<file path="src/rtl/waveform_player_ctrl_if.sv">
// Sample-memory read port and sample output stream of the waveform player.
// The master side belongs to the player; the slave side to memory plus consumer.
interface waveform_player_ctrl_if #(
  parameter int BITS    = 16,
  parameter int COLUMNS = 2,
  parameter int ADDR_W  = 16
) ();
  logic                      mem_rd;
  logic [ADDR_W-1:0]         mem_addr;
  logic [BITS*COLUMNS-1:0]   mem_data;
  logic [BITS*COLUMNS-1:0]   out_data;
  logic                      out_valid;
  logic                      out_ready;

  modport master (
    output mem_rd, mem_addr, out_data, out_valid,
    input  mem_data, out_ready
  );

  modport slave (
    input  mem_rd, mem_addr, out_data, out_valid,
    output mem_data, out_ready
  );
endinterface

</file>
<file path="src/rtl/waveform_player_ctrl.sv">
// Paced sample-memory player: fetches one sample per DIV clocks and presents it on a
// valid/ready stream. Define WFPLAY_LOOP_EN to add the loop port (wrap to address 0).
module waveform_player_ctrl #(
  parameter int BITS    = 16,
  parameter int COLUMNS = 2,
  parameter int ADDR_W  = 16,
  parameter int DIV     = 15625
) (
  input  logic                 clk,
  input  logic                 rst,
  input  logic                 start,
  input  logic                 stop,
`ifdef WFPLAY_LOOP_EN
  input  logic                 loop,
`endif
  input  logic [ADDR_W-1:0]    length,
  waveform_player_ctrl_if.master bus,
  output logic                 busy,
  output logic                 done,
  output logic                 drop
);

  localparam int CNT_W = $clog2(DIV);

  typedef enum logic [1:0] {
    S_IDLE,
    S_FETCH,
    S_CAPTURE,
    S_WAIT
  } state_t;

  state_t                    r_state;
  state_t                    w_next_state;

  logic [ADDR_W-1:0]         r_addr;
  logic [ADDR_W-1:0]         r_len;
  logic [CNT_W-1:0]          r_cnt;
  logic [BITS*COLUMNS-1:0]   r_prefetch;
  logic [BITS*COLUMNS-1:0]   r_out_data;
  logic                      r_out_valid;
  logic                      r_done;
  logic                      r_drop;

  logic                      w_loop;
  logic                      w_tick;
  logic                      w_last;
  logic                      w_take;
  logic                      w_start_ok;
  logic                      w_load;

`ifdef WFPLAY_LOOP_EN
  assign w_loop = loop;
`else
  assign w_loop = 1'b0;
`endif

  assign w_tick     = (r_cnt == CNT_W'(DIV - 1));
  assign w_last     = (r_addr == r_len - 1'b1);
  assign w_take     = r_out_valid && bus.out_ready;
  assign w_start_ok = (r_state == S_IDLE) && start && !stop && (length != '0);
  // stop beats a coincident tick, so the pending sample is never presented
  assign w_load     = (r_state == S_WAIT) && w_tick && !stop;

  // NOTE: sequential state uses non-blocking (<=) so every flop samples pre-edge values.
  always_ff @(posedge clk) begin
    if (rst) r_state <= S_IDLE;
    else     r_state <= w_next_state;
  end

  // NOTE: the default assignment first keeps this combinational block latch-free.
  always_comb begin
    w_next_state = r_state;
    if (stop) begin
      w_next_state = S_IDLE;
    end else begin
      unique case (r_state)
        S_IDLE:    if (w_start_ok) w_next_state = S_FETCH;
        S_FETCH:   w_next_state = S_CAPTURE;
        S_CAPTURE: w_next_state = S_WAIT;
        S_WAIT: begin
          if (w_tick) w_next_state = (w_last && !w_loop) ? S_IDLE : S_FETCH;
        end
        default:   w_next_state = S_IDLE;
      endcase
    end
  end

  always_comb begin
    bus.mem_rd    = (r_state == S_FETCH);
    bus.mem_addr  = r_addr;
    bus.out_data  = r_out_data;
    bus.out_valid = r_out_valid;
    busy          = (r_state != S_IDLE);
    done          = r_done;
    drop          = r_drop;
  end

  always_ff @(posedge clk) begin
    if (rst) begin
      r_addr      <= '0;
      r_len       <= '0;
      r_cnt       <= '0;
      r_out_data  <= '0;
      r_out_valid <= 1'b0;
      r_done      <= 1'b0;
      r_drop      <= 1'b0;
    end else begin
      r_done <= w_load && w_last && !w_loop;
      r_drop <= w_load && r_out_valid && !bus.out_ready;

      if (w_start_ok) begin
        r_len  <= length;
        r_addr <= '0;
      end else if (w_load) begin
        if (!w_last)     r_addr <= r_addr + 1'b1;
        else if (w_loop) r_addr <= '0;
      end

      // Sample-period counter: free-runs while playing, parked at 0 otherwise
      if (w_start_ok || (r_state == S_IDLE) || stop || w_tick) r_cnt <= '0;
      else                                                     r_cnt <= r_cnt + 1'b1;

      if (w_load) begin
        r_out_data  <= r_prefetch;
        r_out_valid <= 1'b1;
      end else if (w_take) begin
        r_out_valid <= 1'b0;
      end
    end
  end

  // NOTE: the prefetch register is left out of reset; it is always reloaded before use.
  always_ff @(posedge clk) begin
    if (r_state == S_CAPTURE) r_prefetch <= bus.mem_data;
  end

endmodule

</file>
<file path="src/flat_wrapper.sv">
// flat-port wrapper written by rule: the top's interface ports become plain ports
module waveform_player_ctrl_flat 
#(
  parameter int BITS    = 16,
  parameter int COLUMNS = 2,
  parameter int ADDR_W  = 16,
  parameter int DIV     = 15625
)
  (clk, rst, start, stop, length, busy, done, drop, bus_mem_rd, bus_mem_addr, bus_out_data, bus_out_valid, bus_mem_data, bus_out_ready);
  waveform_player_ctrl_if #(.BITS(BITS), .COLUMNS(COLUMNS), .ADDR_W(ADDR_W)) bus_i ();
  input  logic clk;
  input  logic rst;
  input  logic start;
  input  logic stop;
  input  logic [ADDR_W-1:0] length;
  output logic busy;
  output logic done;
  output logic drop;
  output wire logic [$bits(bus_i.mem_rd)-1:0] bus_mem_rd;
  output wire logic [$bits(bus_i.mem_addr)-1:0] bus_mem_addr;
  output wire logic [$bits(bus_i.out_data)-1:0] bus_out_data;
  output wire logic [$bits(bus_i.out_valid)-1:0] bus_out_valid;
  input wire logic [$bits(bus_i.mem_data)-1:0] bus_mem_data;
  input wire logic [$bits(bus_i.out_ready)-1:0] bus_out_ready;
  assign bus_mem_rd = bus_i.mem_rd;
  assign bus_mem_addr = bus_i.mem_addr;
  assign bus_out_data = bus_i.out_data;
  assign bus_out_valid = bus_i.out_valid;
  assign bus_i.mem_data = bus_mem_data;
  assign bus_i.out_ready = bus_out_ready;
  waveform_player_ctrl #(.BITS(BITS), .COLUMNS(COLUMNS), .ADDR_W(ADDR_W), .DIV(DIV)) u_core (.clk(clk), .rst(rst), .start(start), .stop(stop), .length(length), .bus(bus_i), .busy(busy), .done(done), .drop(drop));
endmodule
</file>
<file path="config.mk">
export PLATFORM = sky130hd
export DESIGN_NAME = waveform_player_ctrl_flat
export DESIGN_NICKNAME = d
export VERILOG_FILES = /design/src/rtl/waveform_player_ctrl_if.sv /design/src/rtl/waveform_player_ctrl.sv /design/src/flat_wrapper.sv
export SDC_FILE = /design/constraint.sdc
export NUM_CORES = 1
export LEC_CHECK = 0
export BUFFER_PORTS_ARGS = -buffer_cell sky130_fd_sc_hd__buf_2
export CAP_MARGIN = 20
export CELL_PAD_IN_SITES_DETAIL_PLACEMENT = 1
export CELL_PAD_IN_SITES_GLOBAL_PLACEMENT = 1
export CORE_ASPECT_RATIO = 1.1
export CORE_MARGIN = 4
export CORE_UTILIZATION = 41
export DETAILED_ROUTE_END_ITERATION = 8
export PLACE_DENSITY_LB_ADDON = 0.1
export SLEW_MARGIN = 20
export SYNTH_ARGS = -nofsm -noshare
export SYNTH_HDL_FRONTEND = slang
export SYNTH_SLANG_ARGS = --single-unit
export TNS_END_PERCENT = 1
</file>
<file path="constraint.sdc">
create_clock -name clk -period 3.6 [get_ports clk]
set_input_delay 0.72 -clock clk [delete_from_list [all_inputs] [get_ports clk]]
set_output_delay 0.72 -clock clk [all_outputs]
set_load 0.005 [all_outputs]
</file>
==> impl_metrics.ini, run 1 <==
[die]
dieArea_sq_um = 14130
die_w_microns = 113.7
rows = 42
die_y_microns = 124.3
coreArea_sq_um = 12030
start_util_pct = 41.88
boundaryPins = 106

[timing]
max_slew_margin_pct = 53.93
max_freq_ghz = 0.3077
finClkSkew_ns = 0.007933
hold_viol_final = 0
rsz0062_at_grt = false
tightest_slew_ns = 0.6824
drv_slew = 0
hold_ws_ns = 0.4549
period_needed_ns = 3.250
tns_ns = 0
period_share_pct = 90.28
setup_viol = 0

[clock_network]
cts_max_path_buffers = 2
cts_resized = 0
cts.sinks = 115
cts_setup_buffers = 0
path_clk_slew_ns = 0.06
cts_made_buffers = 17
clk_latency_ns = 0.42
clockRootBuffer = clkbuf_16
hold_buffers = 0
cts_tree = built
cts_max_level = 4

[synth]
syn_inst = 527
ys_seq_elements = 115
synth.yosys.seq_area_share_pct = 52.04
synth_cell_types = 59
syn_nets = 589
ys.flop_type = dfxtp_1
avgSynthCellArea_sq_um = 9.563
async_flop_share_pct = 0
yosysWarnings = 0
synth_area_sq_um = 5040
synth_edf_count = 32

[power_and_ir_drop]
finalPower_mw = 3.193
p_leak_nw = 2.536
ir_worst_vdd_mv = 0.3244
cellPowerDensity_nw_per_um2 = 504.5

[drt]
wire_per_inst_microns = 17.18
vias = 4260
viasPerCell = 5.279
routed_wl_mm = 13.87
ant_nets = 0
drt-initial-drc-count = 192
drc = 0
firstDrtPassIters = 4

[outcome]
outcome = finished, final reports clean

[global_routing]
grt_usage_pct = 20.73
grt_max_degree = 37
grt_remaining_overflow = 0
grt_pass1_wl_mm = 23.20
antenna_found_initial = 0
grt_pass1_vias = 4721

[layout]
nets = 702
nFillCells = 1388
drive_gt1_share_pct = 24.66
final_cell_mix = 105 x buf_2, 92 x nand2_1, 83 x dfxtp_1
stdcell_count = 807
utilization_pct = 52.59
antenna_cells = 0
mostFrequentLayoutCell = buf_2
seq_area_sq_um = 2623
multiInputGateArea_sq_um = 2278
areaGrowthSynthToFinish_pct = 25.57

[critical_path]
required_ns = 3.88
cp-start-kind = register
crit_fanout = 6
path_class = reg -> reg
arrival_ns = 3.53
critPathCaptureType = register

[place]
gp_congestion = 0.8658
dp_hpwl_mm = 10.14
io_buffers = 105
place_inst = 775

[run]
cap_violations = 0

[min_path]
min_path_type = reg -> reg
-- area by class of cell --
type,instances,share of cell area [%]
tap,154,3.045
clock buffer,17,6.722
sequential,115,41.44
timing repair buffer,116,9.609
inverter,15,0.8897
multi-input combinational,375,36.00
clock inverter,15,2.293
-- logic make-up (layout without fill, tap and decap cells) --
logic type / after synthesis / after routing / share of synthesized area [%]
compound gates: 77 / 77 / 10.06
xor+xnor: 32 / 32 / 5.561
fa+ha+maj: 9 / 9 / 2.234
buf+inv: 37 / 163 / 2.880
flops: 115 / 115 / 52.04
mux: 22 / 22 / 4.394
simple gates: 235 / 235 / 22.84
-- path summary, 6_finish.rpt --
check / startpoint / to / slack (ns) / cells past startpoint
setup / recovery: u_core.r_len[0]$_SDFFE_PP0P_ / u_core.r_state[0]$_SDFFE_PP0P_ / 0.35 / 10
hold / removal: u_core.bus.out_data[29]$_SDFFE_PP0P_ / u_core.bus.out_data[29]$_SDFFE_PP0P_ / 0.45 / 2
setup reg to reg: u_core.r_len[0]$_SDFFE_PP0P_ / u_core.r_state[0]$_SDFFE_PP0P_ / 0.35 / 10
hold reg to reg: u_core.bus.out_data[29]$_SDFFE_PP0P_ / u_core.bus.out_data[29]$_SDFFE_PP0P_ / 0.45 / 2
-- critical path, stage by stage (launching register included) --
cell       delay, ns
dfxtp_1         0.43
inv_1           0.07
ha_1            0.21
nor2b_1         0.13
and4b_1         0.24
or4_1           0.47
o311a_1         0.15
a21oi_2         0.30
or4b_1          0.63
a2111oi_4       0.37
a2111oi_0       0.11
-- power by group --
part / internal (mW) / switching (mW) / leakage, nW
Clock: 0.962 / 0.642 / 0.272
Sequential: 1.34 / 0.0182 / 0.958
Combinational: 0.0983 / 0.130 / 1.31
-- sequential cells by signal, summed over array words and instances (netlist names) --
register / cells
u_core.r_state: 2
u_core.bus.out_valid: 1
u_core.r_cnt: 14
u_core.bus.mem_addr: 16
u_core.r_prefetch: 32
u_core.done: 1
u_core.r_len: 16
u_core.drop: 1
u_core.bus.out_data: 32
-- metrics by stage --
| step | cell area, sq um | setup slack, ns |
|---|---|---|
| final | 6329 | 0.3500 |
| after global routing | 6329 | 0.1648 |
| after CTS | 6329 | 0.3638 |
| after detailed placement | 5758 | 0.3907 |
| after global placement | 5758 | 0.4731 |
| after floorplan | 5040 | 0.6150 |
-- Yosys cell counts, drive strengths merged, types with 4 or more instances --
| cell | number | area [sq um] |
|---|---|---|
| or3 | 4 | 25.02 |
| nor2 | 54 | 202.7 |
| nor3b | 6 | 50.05 |
| nor2b | 5 | 31.28 |
| ha | 9 | 112.6 |
| nand2 | 93 | 351.6 |
| nand2b | 5 | 31.28 |
| nand3 | 18 | 90.09 |
| dfxtp | 83 | 1662 |
| inv | 15 | 56.30 |
| o21ai | 7 | 35.03 |
| a2111oi | 4 | 53.81 |
| nor4 | 11 | 102.6 |
| mux2i | 21 | 210.2 |
| xor2 | 11 | 96.34 |
| xnor2 | 21 | 183.9 |
| nor3 | 12 | 65.06 |
| nand3b | 5 | 37.54 |
| a21oi | 46 | 234.0 |
| and3 | 6 | 37.54 |
| or4 | 4 | 30.03 |
| clkbuf | 19 | 71.32 |
| edfxtp | 32 | 960.9 |
-- metal layers --
layer  wire length (microns)  track usage (%)
met5                       0                0
met4                     462            10.18
met3                     834            6.803
met2                    7131            35.84
met1                    5437            22.44
No activity file was read; power rests on OpenSTA's default activity.
==> run 2: changes to the inputs <==
CORE_UTILIZATION = 37   (was 41)
clock period = 2.7 ns   (was 3.6 ns; I/O delays follow)
==> impl_metrics.ini, run 2 (synthesis gave the netlist of run 1 again) <==
[die]
die_w_microns = 119.3
boundaryPins = 106
die_y_microns = 130.4
rows = 44
dieArea_sq_um = 15550
coreArea_sq_um = 13270
start_util_pct = 37.99

[place]
io_buffers = 105
placed_area_sq_um = 6141
pre_cts_slack_ns = -0.1138
gp_congestion = 0.8422
dp_hpwl_mm = 10.60
place_inst = 847

[clock_network]
cts_max_level = 4
cts_tree = built
hold_buffers = 0
clockRootBuffer = clkbuf_16
path_clk_slew_ns = 0.06
cts_made_buffers = 17
cts_max_path_buffers = 2
cts.sinks = 115
clk_latency_ns = 0.42

[critical_path]
critPathCaptureType = register
slowest_stage = or4b_4
path_class = reg -> reg
r2r_start = u_core.r_len[0]$_SDFFE_PP0P_
cpPeakStageDelay_ns = 0.51
crit_fanout = 4
critPathLaunch = u_core.r_len[0]$_SDFFE_PP0P_
required_ns = 2.98
ff2ff_setup_slack_ns = -0.06
arrival_ns = 3.05
crit_chain = inv_2 > ha_4 > nor2b_1 > and4b_2 > or4_1 > o311a_1 > a21oi_2 > or4b_4 > a2111oi_4 > a2111oi_2
cp-start-kind = register

[power_and_ir_drop]
cellPowerDensity_nw_per_um2 = 641.3
ir_worst_vdd_mv = 0.4070
p_leak_nw = 2.807

[global_routing]
grt_usage_pct = 19.37
grt_max_degree = 37
grt_pass1_wl_mm = 23.42
grt_remaining_overflow = 0
antenna_found_initial = 0
grt_pass1_vias = 4704

[run]
cap_violations = 0

[timing]
max_slew_margin_pct = 55.99
rsz0062_at_grt = true
drv_slew = 0
hold_ws_ns = 0.2915
max_freq_ghz = 0.3619
hold_viol_final = 0
finClkSkew_ns = 0.005881
setup_viol = 2
tightest_slew_ns = 0.6533
period_needed_ns = 2.763
period_share_pct = 102.3
setup_ws_ns = -0.06327

[layout]
final_area_sq_um = 6885
stdcell_count = 881
mostFrequentLayoutCell = buf_2
nFillCells = 1542
drive_gt1_share_pct = 32.57
antenna_cells = 0
areaGrowthSynthToFinish_pct = 36.62
final_cell_mix = 105 x buf_2, 92 x nand2_1, 80 x dfxtp_1
nets = 746

[outcome]
outcome = finished with violations
violations = negative setup slack

[drt]
viasPerCell = 5.048
drt-initial-drc-count = 184
firstDrtPassIters = 4
drc = 0
wire_per_inst_microns = 16.60
ant_nets = 0
vias = 4447
routed_wl_mm = 14.63

[min_path]
min_path_type = in -> reg
hp-start = bus_mem_data[21]
==> run 2: routing by layer <==
layer / vias up / global-route usage, % / routed length (microns)
li1: 2152 / - / -
met4: 0 / 8.862 / 301
met5: - / 0 / 0
met3: 23 / 5.596 / 704
met1: 2171 / 21.67 / 6013
met2: 101 / 34.39 / 7609
==> run 2: final timing paths <==
path	endpoint	cells past startpoint
hold / removal	u_core.r_prefetch[21]$_DFFE_PN_	1
hold reg to reg	u_core.bus.out_data[27]$_SDFFE_PP0P_	2
setup reg to reg	u_core.r_state[0]$_SDFFE_PP0P_	10
setup / recovery	u_core.r_state[0]$_SDFFE_PP0P_	10
==> run 2: layout make-up <==
cell class              instances  area, sq um  area share [%]
multi-input cells             375         2431           35.31
clock inverters                12        133.9           1.944
flip-flops and latches        115         2629           38.18
clock buffers                  20        446.7           6.487
repair buffers                160        958.4           13.92
well taps                     184        230.2           3.344
inverters                      15        56.30          0.8177
==> run 2: worst max-delay path, delay by kind of cell (launching register included) <==
family                   cells  cell delay [ns]
AND/OR/NAND/NOR              4             1.36
adder cells (fa/ha/maj)      1             0.16
flip-flops                   1             0.35
AO/OA/AOI/OAI                4             0.73
buffers and inverters        1             0.04
==> run 2: metrics by stage <==
stage	setup TNS [ns]	utilization, %	power (mW)
2_1_floorplan	-0.1197	-	2.050
3_3_place_gp	-0.2742	46.28	2.198
3_5_place_dp	-0.6651	46.28	2.207
4_1_cts	-0.04313	50.97	4.431
5_1_grt	-0.5338	51.90	4.586
6_report	-0.06827	51.90	4.416
==> run 2: power by group <==
group	total [mW]	internal [mW]	switching, mW	leakage [nW]
combinational	0.414	0.199	0.215	1.58
clock	2.19	1.38	0.814	0.270
sequential	1.81	1.79	0.0168	0.960
==> run 2: what timing repair did <==
| item | 4_1_cts | 5_1_grt |
|---|---|---|
| endpoints found under the setup margin | 10 | 16 |
| pin swaps | 3 | 8 |
| resized for setup | 9 | 22 |
| setup buffers | 0 | 2 |
==> run 3: changes to the inputs <==
REMOVE_ABC_BUFFERS = 1   (was not set)
==> impl_metrics.ini, run 3 (synthesis gave the netlist of run 1 again) <==
[outcome]
outcome = finished with violations
violations = negative setup slack

[global_routing]
grt_pass1_vias = 4771
grt_pass1_wl_mm = 23.29
grt_max_degree = 33
grt_remaining_overflow = 0
grt_usage_pct = 19.18
antenna_found_initial = 0

[run]
cap_violations = 0

[layout]
mostFrequentLayoutCell = buf_2
nets = 744
nFillCells = 1550
utilization_pct = 51.08
final_area_sq_um = 6777
seq_area_sq_um = 2626
drive_gt1_share_pct = 31.08
final_cell_mix = 105 x buf_2, 92 x nand2_1, 80 x dfxtp_1
multiInputGateArea_sq_um = 2350
areaGrowthSynthToFinish_pct = 34.46
antenna_cells = 0

[power_and_ir_drop]
ir_worst_vdd_mv = 0.5349
finalPower_mw = 4.388
p_leak_nw = 2.804
p_sw_share_pct = 24.01
clock_power_share_pct = 50.2
cellPowerDensity_nw_per_um2 = 647.5
intPower_mw = 3.334
switchingPower_mw = 1.053
power_frac_comb_pct = 8.7
p_seq_share_pct = 41.2

[critical_path]
required_ns = 2.99
path_class = reg -> reg
cp-start-kind = register
critPathCaptureType = register
arrival_ns = 2.99
crit_fanout = 4

[die]
dieArea_sq_um = 15550
rows = 44
coreArea_sq_um = 13270
boundaryPins = 106
die_w_microns = 119.3
start_util_pct = 37.99
die_y_microns = 130.4

[place]
dp_hpwl_mm = 10.61
io_buffers = 105
gp_congestion = 0.8186
placed_area_sq_um = 6103

[timing]
max_slew_margin_pct = 58.95
period_needed_ns = 2.707
tightest_slew_ns = 0.6093
setup_viol = 1
finClkSkew_ns = 0.008223
period_share_pct = 100.3
setup_ws_ns = -0.007330
drv_slew = 0
rsz0062_at_grt = true
hold_viol_final = 0
max_freq_ghz = 0.3694

[clock_network]
cts_made_buffers = 17
clk_latency_ns = 0.41
clockRootBuffer = clkbuf_16
cts_max_path_buffers = 2
cts_tree = built
path_clk_slew_ns = 0.06
cts_max_level = 4
cts.sinks = 115

[drt]
routed_wl_mm = 14.50
drt-initial-drc-count = 159
drc = 0
wire_per_inst_microns = 16.49
firstDrtPassIters = 4
vias = 4395
ant_nets = 0
viasPerCell = 5.000

[min_path]
min_path_type = in -> reg
==> run 3: cell types whose count changed in the layout (fill, tap and decap cells not counted), moves of 2 or more <==
cell and delta:
clkinvlp_4 -4, clkbuf_1 -2, clkinv_4 +3, nor4_4 -2, inv_6 +2, a21oi_1 +3
clkinv_2 +2, a21oi_2 -3
==> run 3: per-stage QoR <==
step	std cells	setup slack (ns)	hold WS [ns]	TNS (ns)
floorplan	505	-0.3901	0.4414	-2.510
global placement	846	-0.1026	0.4379	-0.2323
detailed placement	846	-0.1502	0.4456	-0.4752
CTS	879	-0.02625	0.2836	-0.02625
global route	879	-0.1194	0.2833	-0.6684
finish	879	-0.007330	0.3032	-0.007330
==> run 3: power by group through the flow <==
stage / logic (mW) / clock network (mW) / registers [mW]
4_1_cts: 0.377 / 2.25 / 1.80
2_1_floorplan: 0.189 / 0 / 1.84
3_5_place_dp: 0.356 / 0 / 1.84
6_report: 0.381 / 2.20 / 1.81
5_1_grt: 0.419 / 2.33 / 1.81
3_3_place_gp: 0.348 / 0 / 1.84
==> run 3: layer usage <==
metal	track usage [%]	wire length (microns)	up-vias
met5	0	0	-
met4	7.430	211	0
met3	5.080	636	17
met2	36.02	7768	92
met1	20.68	5881	2140
li1	-	-	2146
==> run 3: repair_timing <==
action,4_1_cts,5_1_grt
resized for setup,16,6
hold buffers,0,0
setup buffers,1,0
hold endpoints to repair,0,0
setup endpoints to repair,11,12
pin swaps,7,3
==> run 3: final timing paths <==
check,start,cells after the start,slack (ns),end
max,u_core.r_len[0]$_SDFFE_PP0P_,10,-0.007,u_core.r_state[0]$_SDFFE_PP0P_
min,bus_mem_data[10],1,0.30,u_core.r_prefetch[10]$_DFFE_PN_
max reg2reg,u_core.r_len[0]$_SDFFE_PP0P_,10,-0.007,u_core.r_state[0]$_SDFFE_PP0P_
min reg2reg,u_core.bus.out_data[15]$_SDFFE_PP0P_,2,0.45,u_core.bus.out_data[15]$_SDFFE_PP0P_
==> run 3: area by class of cell <==
type	count	share of cell area [%]
multi-input cells	375	34.67
clock inverters	15	2.326
repair buffers	158	13.74
flip-flops and latches	115	38.76
inverters	15	0.8309
clock buffers	17	6.278
well taps	184	3.397
==> run 3: worst max-delay path: stages, from the launching register on <==
cell and delay [ns]:
dfxtp_2 0.33, inv_2 0.04, ha_4 0.15, nor2b_4 0.12
and4b_1 0.22, or4_1 0.50, o311a_1 0.14, a21oi_2 0.17
or4b_4 0.52, a2111oi_4 0.33, a2111oi_2 0.06
